<file path="config.mk">
export PLATFORM = sky130hd
export DESIGN_NAME = dmux
export DESIGN_NICKNAME = d
export VERILOG_FILES = /design/src/rtl/dmux.sv
export SDC_FILE = /design/constraint.sdc
export NUM_CORES = 1
export LEC_CHECK = 0
export CORE_MARGIN = 4
export CORE_UTILIZATION = 40
export DETAILED_ROUTE_END_ITERATION = 16
export HOLD_SLACK_MARGIN = 0.1
export PLACE_DENSITY = 0.79
export SETUP_SLACK_MARGIN = 0.02
export SLEW_MARGIN = 30
export SYNTH_ARGS = -nofsm -noshare
export SYNTH_HDL_FRONTEND = slang
export SYNTH_SLANG_ARGS = --single-unit
</file>
<file path="constraint.sdc">
create_clock -name clk -period 1.7 [get_ports clk]
set_clock_uncertainty 0.05 [all_clocks]
set_input_delay 0.425 -clock clk [delete_from_list [all_inputs] [get_ports clk]]
set_output_delay 0.425 -clock clk [all_outputs]
set_load 0.005 [all_outputs]
</file>
<file path="src/rtl/dmux.sv">
// rtl/dmux.sv - 1:2 demultiplexer with a combinational path, a registered path and saturating per-channel route counters
module dmux #(
    parameter int WIDTH = 1,
    parameter int CNT_W = 8
) (
    input  logic             clk,
    input  logic             rst,
    input  logic [WIDTH-1:0] in,
    input  logic             sel,
    input  logic             in_valid,
    output logic [WIDTH-1:0] a,
    output logic [WIDTH-1:0] b,
    output logic [WIDTH-1:0] a_q,
    output logic [WIDTH-1:0] b_q,
    output logic             a_valid,
    output logic             b_valid,
    output logic [CNT_W-1:0] cnt_a,
    output logic [CNT_W-1:0] cnt_b
);

    localparam logic [CNT_W-1:0] CNT_ONE = {{(CNT_W-1){1'b0}}, 1'b1};
    localparam logic [CNT_W-1:0] CNT_MAX = {CNT_W{1'b1}};

    // Zero-latency routing; the unselected channel is always driven to zero
    always_comb begin
        a = '0;
        b = '0;
        if (sel) begin
            b = in;
        end else begin
            a = in;
        end
    end

    // Registered copy of the routing; data holds when no valid transfer arrives
    always_ff @(posedge clk or posedge rst) begin
        if (rst) begin
            a_q     <= '0;
            b_q     <= '0;
            a_valid <= 1'b0;
            b_valid <= 1'b0;
        end else if (in_valid) begin
            if (sel) begin
                a_q     <= '0;
                b_q     <= in;
                a_valid <= 1'b0;
                b_valid <= 1'b1;
            end else begin
                a_q     <= in;
                b_q     <= '0;
                a_valid <= 1'b1;
                b_valid <= 1'b0;
            end
        end else begin
            a_valid <= 1'b0;
            b_valid <= 1'b0;
        end
    end

    // Per-channel transfer counters that stick at all-ones instead of wrapping
    always_ff @(posedge clk or posedge rst) begin
        if (rst) begin
            cnt_a <= '0;
            cnt_b <= '0;
        end else if (in_valid) begin
            if (sel) begin
                if (cnt_b != CNT_MAX) begin
                    cnt_b <= cnt_b + CNT_ONE;
                end
            end else begin
                if (cnt_a != CNT_MAX) begin
                    cnt_a <= cnt_a + CNT_ONE;
                end
            end
        end
    end

endmodule

</file>
==> results by group <==
Power and ir drop
  • Comb power frac: 44.5%
  • Static Leak: 0.8737 nW
  • Final total power: 0.001969 W
  • Cell-internal power: 0.001367 W
  • Switching part of the total power: 30.55%
  • Clock power frac: 20.1%
  • Power Density: 1328 nW/um2
  • Seq pwr share: 35.5%
  • Maximum vdd drop: 0.9786 mV
  • Net Switching: 0.0006014 W

Yosys
  • Proportion of synthesized area in mux cells: 9.877%
  • Mapped cell area: 912.1 um2
  • EDFF count, synth: 0
  • Adder-cell share of the synthesized area: 2.743%
  • Top FF cell, synth: dfrtp_1
  • Ys Warns: 0
  • Synth Area in Compound Gates: 5.350%
  • Share of the synthesized area in the top cell type: 54.87%
  • Seq/Total Area, Yosys: 54.87%
  • Largest cells by area after synthesis: dfrtp_1 55%, mux2_1 6.2%, xnor2_1 3.8%
  • Mean Syn Cell Area: 11.40 um2
  • Post-synthesis xor/xnor area fraction: 7.682%
  • Distinct cells, synth: 22
  • Post-synth ARST share: 100.0%
  • Syn nets: 87
  • Area leader, netlist: dfrtp_1
  • Largest family of logic cells by synthesized area: simple AND/OR/NAND/NOR gates
  • Post-synthesis cell count: 80
  • Flops & latches, synth: 20
  • Post-Synth Simple-Gate Area: 19.07%

Setup path
  • Slowest-stage cell, CP: clkdlybuf4s50_1
  • Critical Path Fanout Max: 2
  • Critical Path RT: 1.22 ns
  • Crit path DAT: 1.16 ns
  • Worst Setup End Kind: output pin
  • CP Class: reg -> out
  • Critical path's largest stage delay: 0.50 ns
  • Worst R2R Start: cnt_a[4]
  • R2R Setup Slk: 0.09 ns
  • Cells on worst reg2reg path: 6
  • Worst Setup Start Kind: flop
  • Worst path cell trace: clkdlybuf4s50_1
  • CP top delay family: buffers and inverters
  • Buf/Inv on CP: 1
  • FF-to-FF End: cnt_a[1]

Flow run
  • Maxcap violations: 0

Die
  • Die Wd: 55.75 um
  • Die H: 55.75 um
  • Row Count: 17
  • I/O pin count: 27
  • Core area: 2191 um2
  • Die area: 3108 um2
  • Initial Utilization: 41.63%

Route
  • Post-route ant nets: 0
  • Drt total wl: 2.230 mm
  • Via-per-instance ratio: 4.994
  • DR DRC count: 0
  • Routed wire length per instance: 13.77 um
  • DR pass1 iterations: 4
  • Vias: 809
  • Initial DRC count: 20

Place
  • Pre-CTS worst setup slack: -0.3729 ns
  • Final Wtd Congestion: 0.8009
  • HPWL Detailed: 1.453 mm
  • # port buffers: 26

Global route
  • Initial antenna violation count: 0
  • GR Util All Layers: 15.11%
  • First-pass GRT wire length: 3.663 mm
  • Pin count of the biggest net entering global routing: 21
  • Grt ovf: 0
  • Vias in the first global route: 832

STA
  • Final Critical Period: 1.633 ns
  • Fin crit share: 96.04%
  • Slew @ Worst Pin: 0.2636 ns
  • Max-slew violations: 0
  • Final WS setup: 0.06735 ns
  • Final setup violation count: 0
  • Hold Vio Cnt, Final: 0
  • Peak Freq: 612.5 MHz
  • TNS Setup: 0 ns
  • RSZ-0062 raised after global routing: false
  • Slew HR: 82.43%

Run status
  • Outcome: completed

Clock tree
  • Hold_buf cts: 0
  • Worst-Skew Late Latency: 0.31 ns
  • Root buf cell: clkbuf_4
  • Clock buffer depth: 2
  • CTS Sinks: 20
  • Clock slew at reported path FFs: 0.13 ns
  • H-tree levels: 1
  • CTS tree: done
  • CTS Buf Count: 3

Finish
  • Share of layout cells above drive strength 1: 27.61%
  • P&R area growth vs syn: 62.55%
  • # diodes: 0
  • Final net count: 142

Min path
  • Worst hold path type: in -> async
cell usage in the layout (no fill, tap or decap), drive strengths merged, types with 4 or more instances in the layout:
cell           Yosys  final
nand3              4      4
a21oi              4      4
xor2               4      4
dlygate4sd2        0      6
dfrtp             20     20
nand2              9      9
xnor2              4      4
nand4              4      4
dlymetal6s2s       0     14
mux2               8      8
clkdlybuf4s50      0      5
buf                0     24
per-stage QoR:
stage | hold WS (ns) | utilization, % | std cells | area (um2)
5_1_grt | 0.4032 | 67.68 | 162 | 1483
3_3_place_gp | 0.4527 | 57.17 | 140 | 1252
2_1_floorplan | 0.3388 | - | 80 | 912.1
3_5_place_dp | 0.4567 | 57.17 | 140 | 1252
4_1_cts | 0.3859 | 65.16 | 160 | 1428
6_report | 0.3721 | 67.68 | 162 | 1483
power groups by stage:
stage                     registers [W]  clock network [W]  logic (W)
final                          0.000698           0.000395   0.000875
after detailed placement       0.000815                  0   0.000598
after floorplan                0.000796                  0   0.000222
after CTS                      0.000702           0.000393   0.000889
after global placement         0.000807                  0   0.000572
after global routing           0.000728           0.000422   0.000971
final cells by class:
class	instances	area, um2
fillers	183	708.2
flip-flops and latches	20	501.7
repair buffers	50	469.2
multi-input cells	59	420.4
well taps	28	35.03
clock inverters	1	30.03
clock buffers	3	22.52
inverters	1	3.754
metal layers:
layer,GRT usage (%),wire length (um)
met4,6.597,29
met1,17.69,960
met2,26.35,1129
met5,0,0
met3,3.248,111
flip-flops by register name, indices dropped and copies added (netlist names):
register and count:
cnt_a 8, cnt_b 8, a_q 1, a_valid 1, b_q 1, b_valid 1
cell usage after synthesis, types with 2 or more instances:
cell type	number
and3_1	3
nand4_1	4
dfrtp_1	20
and2_1	3
nor2_1	3
mux2_2	3
mux2_1	5
nand3_1	4
xor2_1	4
ha_1	2
xnor2_1	4
a21oi_1	4
o21ai_1	2
nor3_1	2
nand2b_1	2
nand2_1	9
how the worst max path moves through the flow:
stage / startpoint / to / slack, ns / depth (start not counted)
6_report: b_q / b_q / 0.07 / 1
5_1_grt: b_q / b_q / 0.03 / 1
4_1_cts: a_q / a_q / 0.02 / 1
3_5_place_dp: sel / b / -0.37 / 3
3_3_place_gp: sel / b / -0.34 / 3
2_1_floorplan: sel / cnt_a[7] / 0.24 / 4
cell families (layout without fill, tap and decap cells):
| logic type | count (synthesis) | after routing |
|---|---|---|
| compound gates | 8 | 8 |
| fa+ha+maj | 2 | 2 |
| buf+inv | 1 | 55 |
| simple gates | 33 | 33 |
| flops | 20 | 20 |
| xor+xnor | 8 | 8 |
| mux | 8 | 8 |
repair_timing:
action | 4_1_cts | 5_1_grt
buffers inserted | 16 | 2
setup endpoints to repair | 19 | 15
gates resized for setup | 12 | 15
Note: power is estimated with default switching activity, not from simulation.
